==> config.mk <==
export PLATFORM = sky130hd
export DESIGN_NAME = polytop_op_seq
export DESIGN_NICKNAME = d
export VERILOG_FILES = /design/src/rtl/polytop_op_seq.sv
export SDC_FILE = /design/constraint.sdc
export NUM_CORES = 1
export LEC_CHECK = 0
export BUFFER_PORTS_ARGS = -buffer_cell sky130_fd_sc_hd__buf_2
export CAP_MARGIN = 10
export CELL_PAD_IN_SITES_DETAIL_PLACEMENT = 0
export CELL_PAD_IN_SITES_GLOBAL_PLACEMENT = 1
export CORE_MARGIN = 1
export CORE_UTILIZATION = 55
export CTS_CLUSTER_DIAMETER = 120
export DETAILED_ROUTE_END_ITERATION = 16
export GPL_ROUTABILITY_DRIVEN = 0
export GPL_TIMING_DRIVEN = 0
export PLACE_DENSITY = 0.84
export RECOVER_POWER = 25
export SYNTH_ARGS = -nofsm -noshare
export SYNTH_HDL_FRONTEND = slang
export SYNTH_SLANG_ARGS = --single-unit
==> constraint.sdc <==
create_clock -name clk -period 5.9 [get_ports clk]
set_clock_uncertainty 0.2 [all_clocks]
set_input_delay 0.885 -clock clk [delete_from_list [all_inputs] [get_ports clk]]
set_output_delay 0.885 -clock clk [all_outputs]
set_load 0.03 [all_outputs]
==> src/rtl/polytop_op_seq.sv <==
// polytop_op_seq: descriptor FIFO and sequencer driving polytop_RE.
// Runs gap/start/wait/dump per command with a per-operation watchdog.
module polytop_op_seq #(
  parameter int DEPTH      = 8,
  parameter int GAP_W      = 8,
  parameter int TIMEOUT_W  = 16,
  parameter int BANK_ROW   = 63,
  parameter int ROW_BASE_W = 8
) (
  input  logic                   clk,
  input  logic                   rst,
  input  logic                   cmd_wr_en,
  input  logic [8+GAP_W-1:0]     cmd_wr_data,
  output logic                   cmd_full,
  output logic [$clog2(DEPTH):0] cmd_count,
  input  logic                   run,
  input  logic                   abort,
  output logic                   core_rst,
  output logic [1:0]             core_opcode,
  output logic                   core_mode,
  output logic                   core_offset,
  output logic                   core_start,
  input  logic                   core_finish,
  output logic                   dump_req,
  input  logic                   dump_ack,
  output logic [1:0]             dump_sel,
  output logic [ROW_BASE_W-1:0]  dump_row_base,
  output logic                   busy,
  output logic                   done,
  output logic                   err
);

  localparam int AW   = $clog2(DEPTH);
  localparam int CW   = 8 + GAP_W;
  localparam int CNTW = AW + 1;

  localparam logic [CNTW-1:0] CNT_ONE = CNTW'(1);
  localparam logic [CNTW-1:0] CNT_MAX = CNTW'(DEPTH);
  localparam logic [AW-1:0]   PTR_ONE = AW'(1);
  localparam logic [GAP_W-1:0] GAP_ONE = GAP_W'(1);
  localparam logic [GAP_W-1:0] GAP_TWO = GAP_W'(2);
  localparam logic [TIMEOUT_W-1:0] WD_ONE = TIMEOUT_W'(1);
  localparam logic [TIMEOUT_W-1:0] WD_LAST =
    {{(TIMEOUT_W-1){1'b1}}, 1'b0};
  localparam logic [ROW_BASE_W-1:0] ROW_HI =
    ROW_BASE_W'(BANK_ROW + 1);

  typedef enum logic [2:0] {
    S_IDLE, S_GAP, S_START, S_WAIT, S_DUMP, S_NEXT
  } state_e;

  state_e                  state_q;
  logic [CW-1:0]           mem_q [DEPTH];
  logic [AW-1:0]           wr_ptr_q, rd_ptr_q;
  logic [CNTW-1:0]         count_q, count_d;
  logic                    full_q;
  logic                    first_q;
  logic [GAP_W-1:0]        gap_cnt_q;
  logic [TIMEOUT_W-1:0]    wd_q;
  logic                    den_q, dhi_q;
  logic [1:0]              dsel_q;
  logic [1:0]              op_q;
  logic                    mode_q, off_q;
  logic                    core_rst_q, start_q;
  logic                    dreq_q;
  logic [1:0]              dump_sel_q;
  logic [ROW_BASE_W-1:0]   row_base_q;
  logic                    busy_q, done_q, err_q;

  logic                    timeout, flush, push, pop;
  logic [CW-1:0]           head;
  logic [GAP_W-1:0]        head_gap;

  assign head     = mem_q[rd_ptr_q];
  assign head_gap = head[CW-1:8];

  assign cmd_full      = full_q;
  assign cmd_count     = count_q;
  assign core_rst      = core_rst_q;
  assign core_opcode   = op_q;
  assign core_mode     = mode_q;
  assign core_offset   = off_q;
  assign core_start    = start_q;
  assign dump_req      = dreq_q;
  assign dump_sel      = dump_sel_q;
  assign dump_row_base = row_base_q;
  assign busy          = busy_q;
  assign done          = done_q;
  assign err           = err_q;

  // FIFO control: full drops pushes, abort/timeout flush everything
  always_comb begin
    timeout = (state_q == S_WAIT) && !core_finish
              && (wd_q == WD_LAST);
    flush   = abort || timeout;
    push    = cmd_wr_en && !full_q && !flush;
    pop     = (state_q == S_NEXT) && !abort;
    count_d = count_q;
    if (flush)              count_d = '0;
    else if (push && !pop)  count_d = count_q + CNT_ONE;
    else if (pop && !push)  count_d = count_q - CNT_ONE;
  end

  // descriptor storage, written only on accepted pushes
  always_ff @(posedge clk) begin
    if (push) mem_q[wr_ptr_q] <= cmd_wr_data;
  end

  // pointers and occupancy
  always_ff @(posedge clk or negedge rst) begin
    if (!rst) begin
      wr_ptr_q <= '0;
      rd_ptr_q <= '0;
      count_q  <= '0;
      full_q   <= 1'b0;
    end else begin
      count_q <= count_d;
      full_q  <= (count_d == CNT_MAX);
      if (flush) begin
        wr_ptr_q <= '0;
        rd_ptr_q <= '0;
      end else begin
        if (push) wr_ptr_q <= wr_ptr_q + PTR_ONE;
        if (pop)  rd_ptr_q <= rd_ptr_q + PTR_ONE;
      end
    end
  end

  // sequencer FSM with all core/dump controls registered
  always_ff @(posedge clk or negedge rst) begin
    if (!rst) begin
      state_q    <= S_IDLE;
      first_q    <= 1'b0;
      gap_cnt_q  <= '0;
      wd_q       <= '0;
      den_q      <= 1'b0;
      dhi_q      <= 1'b0;
      dsel_q     <= 2'd0;
      op_q       <= 2'd0;
      mode_q     <= 1'b0;
      off_q      <= 1'b0;
      core_rst_q <= 1'b1;
      start_q    <= 1'b0;
      dreq_q     <= 1'b0;
      dump_sel_q <= 2'd0;
      row_base_q <= '0;
      busy_q     <= 1'b0;
      done_q     <= 1'b0;
      err_q      <= 1'b0;
    end else begin
      done_q  <= 1'b0;
      start_q <= 1'b0;
      if (abort) begin
        state_q    <= S_IDLE;
        core_rst_q <= 1'b1;
        dreq_q     <= 1'b0;
        busy_q     <= 1'b0;
      end else begin
        unique case (state_q)
          S_IDLE: begin
            if (run) begin
              err_q <= 1'b0;
              if (count_q != '0) begin
                state_q    <= S_GAP;
                first_q    <= 1'b1;
                core_rst_q <= 1'b1;
                busy_q     <= 1'b1;
              end else begin
                done_q <= 1'b1;
              end
            end
          end
          S_GAP: begin
            if (first_q) begin
              first_q <= 1'b0;
              op_q    <= head[1:0];
              mode_q  <= head[2];
              off_q   <= head[3];
              den_q   <= head[4];
              dsel_q  <= head[6:5];
              dhi_q   <= head[7];
              if (head_gap <= GAP_ONE) begin
                state_q    <= S_START;
                core_rst_q <= 1'b0;
                start_q    <= 1'b1;
              end else begin
                gap_cnt_q <= head_gap - GAP_TWO;
              end
            end else if (gap_cnt_q == '0) begin
              state_q    <= S_START;
              core_rst_q <= 1'b0;
              start_q    <= 1'b1;
            end else begin
              gap_cnt_q <= gap_cnt_q - GAP_ONE;
            end
          end
          S_START: begin
            state_q <= S_WAIT;
            wd_q    <= '0;
          end
          S_WAIT: begin
            if (core_finish) begin
              if (den_q) begin
                state_q    <= S_DUMP;
                dreq_q     <= 1'b1;
                dump_sel_q <= dsel_q;
                row_base_q <= dhi_q ? ROW_HI : '0;
              end else begin
                state_q <= S_NEXT;
              end
            end else if (wd_q == WD_LAST) begin
              state_q    <= S_IDLE;
              err_q      <= 1'b1;
              busy_q     <= 1'b0;
              core_rst_q <= 1'b1;
            end else begin
              wd_q <= wd_q + WD_ONE;
            end
          end
          S_DUMP: begin
            if (dump_ack) begin
              dreq_q  <= 1'b0;
              state_q <= S_NEXT;
            end
          end
          S_NEXT: begin
            if (count_d != '0) begin
              state_q    <= S_GAP;
              first_q    <= 1'b1;
              core_rst_q <= 1'b1;
            end else begin
              state_q <= S_IDLE;
              busy_q  <= 1'b0;
              done_q  <= 1'b1;
            end
          end
          default: state_q <= S_IDLE;
        endcase
      end
    end
  end

endmodule

==> results.sh, run 1 <==
export IMPL_cts_made_buffers=17
export IMPL_status="finished, final reports clean"
export IMPL_synthTopCellsByArea="sky130_fd_sc_hd__edfxtp_1 48%, sky130_fd_sc_hd__dfrtp_1 17%, sky130_fd_sc_hd__mux4_2 8.9%, sky130_fd_sc_hd__nor2_1 2.3%, sky130_fd_sc_hd__xor2_1 1.8%"
export IMPL_critical_path_slowest_cell="sky130_fd_sc_hd__nor3_2"
export IMPL_critical_path_startpoint_type="flop"
export IMPL_placement_setup_worst_slack_ns=2.327
export IMPL_clk_root_buffer_cell="sky130_fd_sc_hd__clkbuf_16"
export IMPL_path_clk_slew_ns=0.08
export IMPL_p_per_area_mw_per_mm2=332.6
export IMPL_route_antenna_remaining_nets=0
export IMPL_die_area_mm2=0.01518
export IMPL_yosys_cell_count_top_type="sky130_fd_sc_hd__edfxtp_1"
export IMPL_switching_share_pct=28.82
export IMPL_max_slew_worst_pin_slew_ns=0.9646
export IMPL_num_io_pins=48
export IMPL_hold_class="flop to flop"
export IMPL_total_grt_usage_pct=23.66
export IMPL_synth_commonest_cells="128 x sky130_fd_sc_hd__edfxtp_1, 55 x sky130_fd_sc_hd__dfrtp_1, 50 x sky130_fd_sc_hd__nor2_1, 32 x sky130_fd_sc_hd__mux4_2, 23 x sky130_fd_sc_hd__a21oi_1"
export IMPL_clock_tree_htree_level_count=4
export IMPL_drt_vias_per_instance=5.987
export IMPL_postSynthCellCount=548
export IMPL_final_clock_period_utilization_by_the_worst_path_pct=57.63
export IMPL_dr_pass1_iters=4
export IMPL_synth_yosys_warnings=0
export IMPL_layout_drive_gt1_share_pct=22.61
export IMPL_first_global_vias=4911
export IMPL_critPathTopFamily="simple AND/OR/NAND/NOR gates"
export IMPL_tritoncts_num_sinks=184
export IMPL_path_depth=7
export IMPL_cts_resized=0
export IMPL_maxSlewHeadroom_pct=35.34
export IMPL_grt_first_pass_wirelength_um=25930
export IMPL_p_seq_share_pct=50.3
export IMPL_worst_path_largest_cell_delay_ns=0.83
export IMPL_syn2layout_area_growth_pct=14.44
export IMPL_drt_iter0_markers=429
export IMPL_syn_area_mm2=0.008078
export IMPL_fp_coreArea_mm2=0.01410
export IMPL_cts_root_to_sink_buffers=2
export IMPL_period_minus_slack_ns=3.400
export IMPL_routed_via_count=4891
export IMPL_pwr_share_comb_pct=13.9
export IMPL_row_count=43
export IMPL_post_cts_hold_buffer_count=0
export IMPL_synthDominantCellAreaShare_pct=47.58
export IMPL_total_switching_power_uw=886.1
export IMPL_worstRegToRegCells=7
export IMPL_initial_utilization_pct=57.31
export IMPL_finalMaxSlewViolations=0
export IMPL_setup_viol=0
export IMPL_synth_async_sr_flop_share_pct=30.43
export IMPL_vertical_die_dimension_um=123.2
export IMPL_wp_data_required_ns=5.84
export IMPL_worst_endpoint_arrival_ns=3.34
export IMPL_vdd_ir_drop_worst_mv=0.3992
export IMPL_synth_top_cell_by_area="sky130_fd_sc_hd__edfxtp_1"
export IMPL_detailedPlacementHpwl_um=11300
export IMPL_leakage_power_uw=0.003356
export IMPL_worst_slack_ns=2.500
export IMPL_post_route_drc_count=0
export IMPL_internal_power_uw=2188
export IMPL_cts_tree="done"
export IMPL_count_of_final_hold_check_violations=0
export IMPL_grt_antenna_before_repair=0
export IMPL_worst_skew_pair_late_latency_ns=0.44
export IMPL_synth_seq_area_share_pct=64.95
export IMPL_cts_setup_buffers=0
export IMPL_timing_setup_critical_path_class="flop to flop"
export IMPL_synthFlopType="sky130_fd_sc_hd__edfxtp_1"
export IMPL_ys_types=67
export IMPL_route_detailed_wl_per_inst_um=19.95
export IMPL_grt_max_degree=32
export IMPL_detail_route_wirelength_um=16300
export IMPL_synth_ff_latch_count=184
export IMPL_worst_hold_path_num_cells=2
export IMPL_clock_power_share_pct=35.8
export IMPL_timing_max_cap_violations=0
export IMPL_placement_io_buffers=40
export IMPL_synth_edff_count=128
export IMPL_unrepaired_setup_endpoints_after_global_routing="false"
export IMPL_grt_overflow=0
export IMPL_worst_path_buf_inv=2
export IMPL_dieWidth_um=123.2
export IMPL_insertedDiodeCount=0
export IMPL_timing_critical_path_cells="clkbuf_1, nor2b_1, and2_1, a21oi_1, nand3_1, nor3_2, buf_6"
export IMPL_critPathMaxFanout=10
export IMPL_tns_ns=0
export IMPL_avgSynthCellArea_um2=14.74
export IMPL_finish_net_count=657
export IMPL_worstSetupEndpointType="flop"
export IMPL_timing_fmax_mhz=294.1
area by class of cell:
cell class | instances | area, µm²
Buffer | 30 | 168.9
Clock inverter | 15 | 147.6
Timing Repair Buffer | 51 | 312.8
Tap cell | 180 | 225.2
Clock buffer | 17 | 425.4
Multi-Input combinational cell | 327 | 2669
Fill cell | 998 | 4852
Sequential cell | 184 | 5246
Inverter | 13 | 48.80
registers in the layout, summed over array words and instances (netlist names), 3 cells and up:
| name | flops |
|---|---|
| cmd_count | 4 |
| wd_q | 16 |
| rd_ptr_q | 3 |
| gap_cnt_q | 8 |
| wr_ptr_q | 3 |
| mem_q | 128 |
| state_q | 3 |
worst paths after layout:
check,start,endpoint,slack [ns]
max,state_q[2]$_DFFE_PN0P_,mem_q[5][15]$_DFFE_PP_,2.50
min,gap_cnt_q[6]$_DFFE_PN0P_,gap_cnt_q[6]$_DFFE_PN0P_,0.29
max reg2reg,state_q[2]$_DFFE_PN0P_,mem_q[5][15]$_DFFE_PP_,2.50
min reg2reg,gap_cnt_q[6]$_DFFE_PN0P_,gap_cnt_q[6]$_DFFE_PN0P_,0.29
max in group asynchronous,rst,core_rst$_DFFE_PN1P_,4.49
min in group asynchronous,rst,cmd_count[1]$_DFF_PN0_,0.31
power groups by stage:
stage | clock, µW | sequential (µW) | combinational, µW
6_report | 1100 | 1550 | 426
3_3_place_gp | 0 | 1570 | 406
2_1_floorplan | 0 | 1590 | 268
5_1_grt | 1170 | 1560 | 478
4_1_cts | 1110 | 1550 | 426
3_5_place_dp | 0 | 1570 | 425
per-layer routing:
metal,track usage (%),vias to the layer above,part of all wire (%)
met5,0,-,0
met4,8.660,0,1.8
met3,5.996,28,5.4
met2,38.83,155,50
met1,30.59,2457,42
li1,-,2251,-
through the flow:
stage	hold slack, ns	instance area, µm²	utilization (%)	power, µW	instances
floorplan	0.2556	8100	-	1854	554
CTS	0.2989	9260	65.69	3080	817
detailed placement	0.2811	8687	61.63	1996	785
finish	0.2945	9244	65.58	3074	817
global placement	0.2773	8526	60.48	1972	774
global route	0.3184	9244	65.58	3199	817
kinds of logic (layout without fill, tap and decap cells):
family / Yosys count / after routing / synth area share (%)
other: 1 / 7 / 0.04642
multiplexers: 50 / 50 / 11.45
flip-flops: 184 / 184 / 64.95
XOR/XNOR: 20 / 20 / 2.169
adder cells (fa/ha/maj): 10 / 10 / 1.549
buffers and inverters: 43 / 126 / 2.695
AND/OR/NAND/NOR: 164 / 164 / 10.77
AO/OA/AOI/OAI: 76 / 76 / 6.382
layout by cell type, fill, tap and decap left out, types with 3 or more instances in the layout:
| master | n |
|---|---|
| sky130_fd_sc_hd__a211oi_1 | 4 |
| sky130_fd_sc_hd__a21oi_1 | 23 |
| sky130_fd_sc_hd__a22oi_1 | 5 |
| sky130_fd_sc_hd__a31oi_1 | 3 |
| sky130_fd_sc_hd__and2_1 | 4 |
| sky130_fd_sc_hd__and3_1 | 4 |
| sky130_fd_sc_hd__buf_2 | 33 |
| sky130_fd_sc_hd__buf_4 | 10 |
| sky130_fd_sc_hd__buf_6 | 8 |
| sky130_fd_sc_hd__clkbuf_1 | 25 |
| sky130_fd_sc_hd__clkbuf_16 | 17 |
| sky130_fd_sc_hd__conb_1 | 7 |
| sky130_fd_sc_hd__dfrtp_1 | 55 |
| sky130_fd_sc_hd__edfxtp_1 | 128 |
| sky130_fd_sc_hd__ha_1 | 10 |
| sky130_fd_sc_hd__inv_1 | 13 |
| sky130_fd_sc_hd__inv_6 | 3 |
| sky130_fd_sc_hd__inv_8 | 6 |
| sky130_fd_sc_hd__mux2_2 | 3 |
| sky130_fd_sc_hd__mux2i_1 | 12 |
| sky130_fd_sc_hd__mux4_2 | 32 |
| sky130_fd_sc_hd__nand2_1 | 22 |
| sky130_fd_sc_hd__nand2b_1 | 10 |
| sky130_fd_sc_hd__nand3_1 | 12 |
| sky130_fd_sc_hd__nand3b_1 | 3 |
| sky130_fd_sc_hd__nand4_1 | 10 |
| sky130_fd_sc_hd__nor2_1 | 46 |
| sky130_fd_sc_hd__nor2_2 | 4 |
| sky130_fd_sc_hd__nor2b_1 | 6 |
| sky130_fd_sc_hd__nor3_1 | 14 |
| sky130_fd_sc_hd__nor4_2 | 3 |
| sky130_fd_sc_hd__nor4b_1 | 3 |
| sky130_fd_sc_hd__o211ai_1 | 3 |
| sky130_fd_sc_hd__o21ai_0 | 12 |
| sky130_fd_sc_hd__o21ai_1 | 7 |
| sky130_fd_sc_hd__or3_1 | 7 |
| sky130_fd_sc_hd__xnor2_1 | 3 |
| sky130_fd_sc_hd__xor2_1 | 17 |
tightest hold or removal path, cell delays in order (launching register included):
cell and delay, ns:
sky130_fd_sc_hd__dfrtp_1 0.34, sky130_fd_sc_hd__o21ai_1 0.06, sky130_fd_sc_hd__o21ai_1 0.06
No activity file was read; power rests on OpenSTA's default activity.
==> run 2, diff against run 1 <==
--- a/config.mk
+++ b/config.mk
@@ -10,12 +10,12 @@
 export CELL_PAD_IN_SITES_DETAIL_PLACEMENT = 0
 export CELL_PAD_IN_SITES_GLOBAL_PLACEMENT = 1
 export CORE_MARGIN = 1
-export CORE_UTILIZATION = 55
+export CORE_UTILIZATION = 46
 export CTS_CLUSTER_DIAMETER = 120
 export DETAILED_ROUTE_END_ITERATION = 16
 export GPL_ROUTABILITY_DRIVEN = 0
 export GPL_TIMING_DRIVEN = 0
-export PLACE_DENSITY = 0.84
+export PLACE_DENSITY = 0.74
 export RECOVER_POWER = 25
 export SYNTH_ARGS = -nofsm -noshare
 export SYNTH_HDL_FRONTEND = slang
==> constraint.sdc (replaced) <==
create_clock -name clk -period 3 [get_ports clk]
set_clock_uncertainty 0.2 [all_clocks]
set_input_delay 0.45 -clock clk [delete_from_list [all_inputs] [get_ports clk]]
set_output_delay 0.45 -clock clk [all_outputs]
set_load 0.03 [all_outputs]
==> run 2 against run 1 <==
Non-clock buffer count rose by 5. Critical path depth did not move. Flip-flop and latch count did not move. Sequential power rose by 95%. Highest routed layer unchanged. Total power rose by 95%. Largest power group unchanged. Routed wire length rose by 1.6%. Via count fell by 0.70%. Clock-buffer cell count rose by 2. Worst setup slack got worse by 2.3 ns. Die area rose by 19%. Sequential share of layout area fell by 1.2 points. Global-route usage fell by 3.4 points.
==> results.sh, run 2 (synthesis gave the netlist of run 1 again) <==
export IMPL_status="finished, final reports clean"
export IMPL_timing_setup_critical_path_class="flop to flop"
export IMPL_layout_cells_most_common="sky130_fd_sc_hd__edfxtp_1"
export IMPL_worst_path_largest_cell_delay_ns=0.58
export IMPL_timing_hold_worst_endpoint="mem_q[2][1]$_DFFE_PP_"
export IMPL_clk_root_buffer_cell="sky130_fd_sc_hd__clkbuf_16"
export IMPL_setup_viol=0
export IMPL_worst_hold_path_num_cells=1
export IMPL_clock_tree_htree_level_count=4
export IMPL_route_antenna_remaining_nets=0
export IMPL_layout_drive_gt1_share_pct=23.83
export IMPL_route_detailed_wl_per_inst_um=19.11
export IMPL_maxSlewHeadroom_pct=34.23
export IMPL_final_clock_period_utilization_by_the_worst_path_pct=93.75
export IMPL_unrepaired_setup_endpoints_after_global_routing="false"
export IMPL_detail_route_wirelength_um=16570
export IMPL_grt_overflow=0
export IMPL_grt_first_pass_wirelength_um=26930
export IMPL_stdcell_area_mm2=0.009447
export IMPL_num_io_pins=48
export IMPL_fillcell_total=1402
export IMPL_syn2layout_area_growth_pct=16.95
export IMPL_layout_cells_most_common_list="128 x sky130_fd_sc_hd__edfxtp_1, 55 x sky130_fd_sc_hd__dfrtp_1, 45 x sky130_fd_sc_hd__nor2_1"
export IMPL_worstSetupEndpointType="flop"
export IMPL_p_per_area_mw_per_mm2=633.2
export IMPL_worstRegToRegCells=7
export IMPL_period_minus_slack_ns=2.813
export IMPL_worst_endpoint_arrival_ns=2.90
export IMPL_grt_antenna_before_repair=0
export IMPL_finish_net_count=662
export IMPL_finalMaxSlewViolations=0
export IMPL_timing_fmax_mhz=355.6
export IMPL_dieWidth_um=134.5
export IMPL_die_area_mm2=0.01809
export IMPL_grt_max_degree=41
export IMPL_dr_pass1_iters=4
export IMPL_critical_path_startpoint_type="flop"
export IMPL_instances_no_fill=867
export IMPL_clock_power_share_pct=35.2
export IMPL_routed_via_count=4857
export IMPL_worstReg2RegStart="rd_ptr_q[1]$_DFFE_PN0P_"
export IMPL_cts_made_buffers=17
export IMPL_worst_skew_pair_late_latency_ns=0.43
export IMPL_detailedPlacementHpwl_um=11180
export IMPL_critical_path_reg2reg_endpoint="core_offset$_DFFE_PN0P_"
export IMPL_largest_register_ff_count=128
export IMPL_total_switching_power_uw=1689
export IMPL_wp_data_required_ns=3.09
export IMPL_final_seq_area_mm2=0.005246
export IMPL_cts_tree="done"
export IMPL_first_global_vias=4911
export IMPL_regMostFlops="mem_q"
export IMPL_fp_coreArea_mm2=0.01724
export IMPL_initial_utilization_pct=46.86
export IMPL_insertedDiodeCount=0
export IMPL_count_of_final_hold_check_violations=0
export IMPL_internal_power_uw=4292
export IMPL_drt_iter0_markers=284
export IMPL_p_total_uw=5981
export IMPL_critical_path_slowest_cell="sky130_fd_sc_hd__buf_1"
export IMPL_vertical_die_dimension_um=134.5
export IMPL_placement_io_buffers=40
export IMPL_row_count=48
export IMPL_worstHoldStart="cmd_wr_data[1]"
export IMPL_setup_reg_to_reg_worst_slack_ns=0.19
export IMPL_timing_max_cap_violations=0
export IMPL_hold_class="input port to flop"
export IMPL_post_route_drc_count=0
export IMPL_multiInputGateArea_mm2=0.002736
export IMPL_timing_critical_path_cells="buf_6, buf_6, buf_1, clkbuf_2, mux4_2, mux2i_1, a21oi_1"
export IMPL_switching_share_pct=28.24
export IMPL_p_seq_share_pct=50.7
export IMPL_critPathMaxFanout=10
export IMPL_leakage_power_uw=0.003413
export IMPL_cpMostUsedCell="sky130_fd_sc_hd__buf_6"
export IMPL_vdd_ir_drop_worst_mv=0.4135
export IMPL_pwr_share_comb_pct=14.1
export IMPL_tritoncts_num_sinks=184
export IMPL_placed_cells=828
export IMPL_placement_cell_area_mm2=0.008822
export IMPL_max_slew_worst_pin_slew_ns=0.9728
export IMPL_cts_root_to_sink_buffers=2
export IMPL_path_clk_slew_ns=0.07
export IMPL_total_grt_usage_pct=20.24
export IMPL_drt_vias_per_instance=5.602
export IMPL_reg_top3="mem_q (128), wd_q (16), gap_cnt_q (8)"
[run 2: area by class of cell]
type                       instances  share of cell area (%)
clock buffer                      19                   4.583
buffer                            29                   1.775
multi-input combinational        327                   28.97
tap                              225                   2.980
timing repair buffer              57                   4.490
clock inverter                    13                   1.152
sequential                       184                   55.54
inverter                          13                  0.5166
[run 2: per-layer routing]
layer | share of wire (%) | global-route usage (%) | vias to the layer above
li1 | - | - | 2258
met1 | 45 | 27.11 | 2463
met2 | 49 | 32.44 | 115
met3 | 3.9 | 5.255 | 21
met4 | 1.9 | 6.617 | 0
met5 | 0 | 0 | -
[run 2: repair_timing]
action | CTS | global route
pin swaps | 4 | 0
hold endpoints to repair | 16 | 0
hold buffers | 1 | 0
endpoints found under the setup margin | 135 | 88
buffers inserted | 7 | 0
resized for setup | 6 | 5
[run 2: worst max path at each step]
| stage | from | end | slack, ns |
|---|---|---|---|
| floorplan | state_q[2]$_DFFE_PN0P_ | mem_q[0][0]$_DFFE_PP_ | 0.05 |
| global placement | state_q[2]$_DFFE_PN0P_ | mem_q[0][0]$_DFFE_PP_ | -1.55 |
| detailed placement | state_q[2]$_DFFE_PN0P_ | mem_q[0][1]$_DFFE_PP_ | -0.48 |
| CTS | rd_ptr_q[2]$_DFFE_PN0P_ | state_q[0]$_DFFE_PN0P_ | 0.03 |
| global route | rd_ptr_q[1]$_DFFE_PN0P_ | state_q[0]$_DFFE_PN0P_ | 0.006 |
| finish | rd_ptr_q[1]$_DFFE_PN0P_ | core_offset$_DFFE_PN0P_ | 0.19 |
[run 2: per-stage QoR]
stage	util, %	setup TNS (ns)	setup slack (ns)	hold WS, ns
2_1_floorplan	-	0	0.04981	-0.04559
3_3_place_gp	49.92	-139.34	-1.548	0.2730
3_5_place_dp	51.18	-29.98	-0.4813	0.2206
4_1_cts	54.83	0	0.03437	0.06967
5_1_grt	54.81	0	0.006013	0.1012
6_report	54.81	0	0.1875	0.1142
[run 2: critical path, delay by kind of cell (launching register included)]
kind	cells	cell delay, ns
DFF	1	0.40
muxes	2	0.58
AOI/OAI and AO/OA	1	0.11
buffers and inverters	4	1.37
[run 2: power groups by stage]
stage	registers (µW)	logic, µW	clock network, µW
finish	3030	846	2100
global route	3060	950	2250
CTS	3030	849	2130
detailed placement	3080	840	0
global placement	3080	806	0
floorplan	3120	527	0
==> run 3, diff against run 2 <==
--- a/config.mk
+++ b/config.mk
@@ -5,7 +5,7 @@
 export SDC_FILE = /design/constraint.sdc
 export NUM_CORES = 1
 export LEC_CHECK = 0
-export BUFFER_PORTS_ARGS = -buffer_cell sky130_fd_sc_hd__buf_2
+export BUFFER_PORTS_ARGS = -buffer_cell sky130_fd_sc_hd__clkbuf_2
 export CAP_MARGIN = 10
 export CELL_PAD_IN_SITES_DETAIL_PLACEMENT = 0
 export CELL_PAD_IN_SITES_GLOBAL_PLACEMENT = 1
@@ -15,8 +15,8 @@
 export DETAILED_ROUTE_END_ITERATION = 16
 export GPL_ROUTABILITY_DRIVEN = 0
 export GPL_TIMING_DRIVEN = 0
-export PLACE_DENSITY = 0.74
-export RECOVER_POWER = 25
+export PLACE_DENSITY_LB_ADDON = 0.1
+export RECOVER_POWER = 100
 export SYNTH_ARGS = -nofsm -noshare
 export SYNTH_HDL_FRONTEND = slang
 export SYNTH_SLANG_ARGS = --single-unit
==> run 3 against run 2 <==
The run now ends with DRC, capacitance limit left. Non-clock buffer count shrank 1. Worst hold slack gained 0.023 ns. Worst setup slack lost 0.045 ns. Maximum frequency shrank 1.6%. Clock power grew 2%. Sequential power is essentially flat. Die area is the same. Sequential share of layout area grew 0.62 points. Largest cell class unchanged. Largest power group unchanged.
==> results.sh, run 3 (synthesis gave the netlist of run 1 again) <==
export IMPL_status="complete, but fails checks"
export IMPL_violated_checks="DRC, capacitance limit"
export IMPL_critPathMaxFanout=10
export IMPL_stdcell_area_mm2=0.009341
export IMPL_clock_tree_htree_level_count=4
export IMPL_path_clk_slew_ns=0.07
export IMPL_placed_cells=827
export IMPL_grt_first_pass_wirelength_um=27780
export IMPL_placement_io_buffers=40
export IMPL_drt_vias_per_instance=5.592
export IMPL_worst_endpoint_arrival_ns=2.79
export IMPL_layout_cells_most_common="sky130_fd_sc_hd__edfxtp_1"
export IMPL_largest_register_ff_count=128
export IMPL_cts_root_to_sink_buffers=2
export IMPL_regMostFlops="mem_q"
export IMPL_die_area_mm2=0.01809
export IMPL_initial_utilization_pct=46.86
export IMPL_vdd_ir_drop_worst_mv=0.5682
export IMPL_hold_class="input port to flop"
export IMPL_instances_no_fill=866
export IMPL_path_depth=8
export IMPL_grt_max_degree=57
export IMPL_count_of_final_hold_check_violations=0
export IMPL_timing_hold_worst_endpoint="done$_DFF_PN0_"
export IMPL_leakage_power_uw=0.003310
export IMPL_syn2layout_area_growth_pct=15.64
export IMPL_tritoncts_num_sinks=184
export IMPL_cts_tree="done"
export IMPL_worstHoldStart="run"
export IMPL_vertical_die_dimension_um=134.5
export IMPL_wp_data_required_ns=2.93
export IMPL_layout_cells_most_common_list="128 x sky130_fd_sc_hd__edfxtp_1, 55 x sky130_fd_sc_hd__dfrtp_1, 46 x sky130_fd_sc_hd__nor2_1"
export IMPL_detail_route_wirelength_um=17120
export IMPL_timing_critical_path_cells="clkbuf_1, nor2b_1, and2_1, a21oi_2, nand3b_1, buf_4, nor4_2, buf_2"
export IMPL_dr_pass1_iters=11
export IMPL_final_clock_period_utilization_by_the_worst_path_pct=95.24
export IMPL_worstReg2RegStart="state_q[1]$_DFFE_PN0P_"
export IMPL_unrepaired_setup_endpoints_after_global_routing="true"
export IMPL_critical_path_reg2reg_endpoint="mem_q[0][10]$_DFFE_PP_"
export IMPL_worstRegToRegCells=8
export IMPL_detailedPlacementHpwl_um=11290
export IMPL_grt_overflow=0
export IMPL_timing_setup_critical_path_class="flop to flop"
export IMPL_route_detailed_wl_per_inst_um=19.77
export IMPL_num_io_pins=48
export IMPL_route_antenna_remaining_nets=0
export IMPL_timing_max_cap_violations=1
export IMPL_finish_net_count=661
export IMPL_critical_path_slowest_cell="sky130_fd_sc_hd__nor4_2"
export IMPL_critical_path_startpoint_type="flop"
export IMPL_finalMaxSlewViolations=0
export IMPL_worst_path_buf_inv=3
export IMPL_row_count=48
export IMPL_timing_critical_path_from="state_q[1]$_DFFE_PN0P_"
export IMPL_worst_slack_ns=0.1428
export IMPL_placement_setup_worst_slack_ns=-0.4492
export IMPL_fp_coreArea_mm2=0.01724
export IMPL_routed_via_count=4843
export IMPL_setup_viol=0
export IMPL_p_per_area_mw_per_mm2=644.6
export IMPL_fin_util_pct=54.20
export IMPL_post_route_drc_count=1
export IMPL_grt_antenna_before_repair=0
export IMPL_worst_hold_path_num_cells=3
export IMPL_cts_made_buffers=17
export IMPL_drt_iter0_markers=314
export IMPL_maxSlewHeadroom_pct=0.06376
export IMPL_total_grt_usage_pct=20.80
export IMPL_first_global_vias=4972
export IMPL_layout_drive_gt1_share_pct=19.97
export IMPL_whs_ns=0.1375
export IMPL_reg_top3="mem_q (128), wd_q (16), gap_cnt_q (8)"
export IMPL_critPathTopFamily="simple AND/OR/NAND/NOR gates"
export IMPL_placement_cell_area_mm2=0.008801
export IMPL_max_slew_worst_pin_slew_ns=1.499
export IMPL_period_minus_slack_ns=2.857
export IMPL_insertedDiodeCount=0
export IMPL_worstSetupEndpointType="flop"
export IMPL_clk_root_buffer_cell="sky130_fd_sc_hd__clkbuf_16"
export IMPL_setup_reg_to_reg_worst_slack_ns=0.14
export IMPL_worst_skew_pair_late_latency_ns=0.43
export IMPL_worst_path_largest_cell_delay_ns=0.41
export IMPL_timing_fmax_mhz=350.0
export IMPL_dieWidth_um=134.5
==> run 3: timing repair <==
| action | 4_1_cts | 5_1_grt |
|---|---|---|
| setup buffers | 7 | 0 |
| pin swaps | 6 | 0 |
| endpoints found under the setup margin | 124 | 32 |
| hold buffers | 1 | 0 |
| cloned | 0 | 0 |
| endpoints found under the hold margin | 55 | 0 |
| resized for setup | 7 | 4 |
==> run 3: area by class of cell <==
| cell class | count | area, µm² |
|---|---|---|
| plain buffers | 29 | 168.9 |
| flip-flops and latches | 184 | 5246 |
| well taps | 225 | 281.5 |
| clock buffers | 18 | 429.2 |
| multi-input cells | 327 | 2695 |
| repair buffers | 56 | 335.3 |
| clock inverters | 14 | 136.4 |
| fillers | 1440 | 7895 |
| inverters | 13 | 48.80 |
==> run 3: metal layers <==
metal | global-route usage (%) | vias up | part of all wire, %
met5 | 0 | - | 0
met2 | 34.51 | 109 | 50
met3 | 4.317 | 17 | 3.3
met4 | 6.180 | 0 | 1.1
met1 | 27.78 | 2461 | 45
li1 | - | 2256 | -
==> run 3: worst max path at each step <==
stage                                        end
after floorplan            mem_q[0][0]$_DFFE_PP_
after global placement    mem_q[0][15]$_DFFE_PP_
after detailed placement  mem_q[0][13]$_DFFE_PP_
after global routing      state_q[0]$_DFFE_PN0P_
final                     mem_q[0][10]$_DFFE_PP_
after CTS                      dhi_q$_DFFE_PN0P_
==> run 3: worst reg2reg max path: cells and delay by family (launching register included) <==
kind                   cells  cell delay (ns)
and+or+nand+nor            4             0.99
buffers and inverters      3             0.67
DFF                        1             0.39
AOI/OAI and AO/OA          1             0.31
==> run 3: power breakdown <==
group | switching, µW | internal, µW | leakage, µW
Sequential | 149 | 2880 | 0.00188
Clock | 1050 | 1100 | 0.000272
Combinational | 537 | 301 | 0.00115
Total | 1740 | 4280 | 0.00331
==> run 3: metrics by stage <==
| step | TNS, ns | total power, µW |
|---|---|---|
| after floorplan | 0 | 3649 |
| after global placement | -132.15 | 3904 |
| after detailed placement | -27.92 | 3938 |
| after CTS | 0 | 6086 |
| after global routing | -0.004356 | 6300 |
| final | 0 | 6022 |
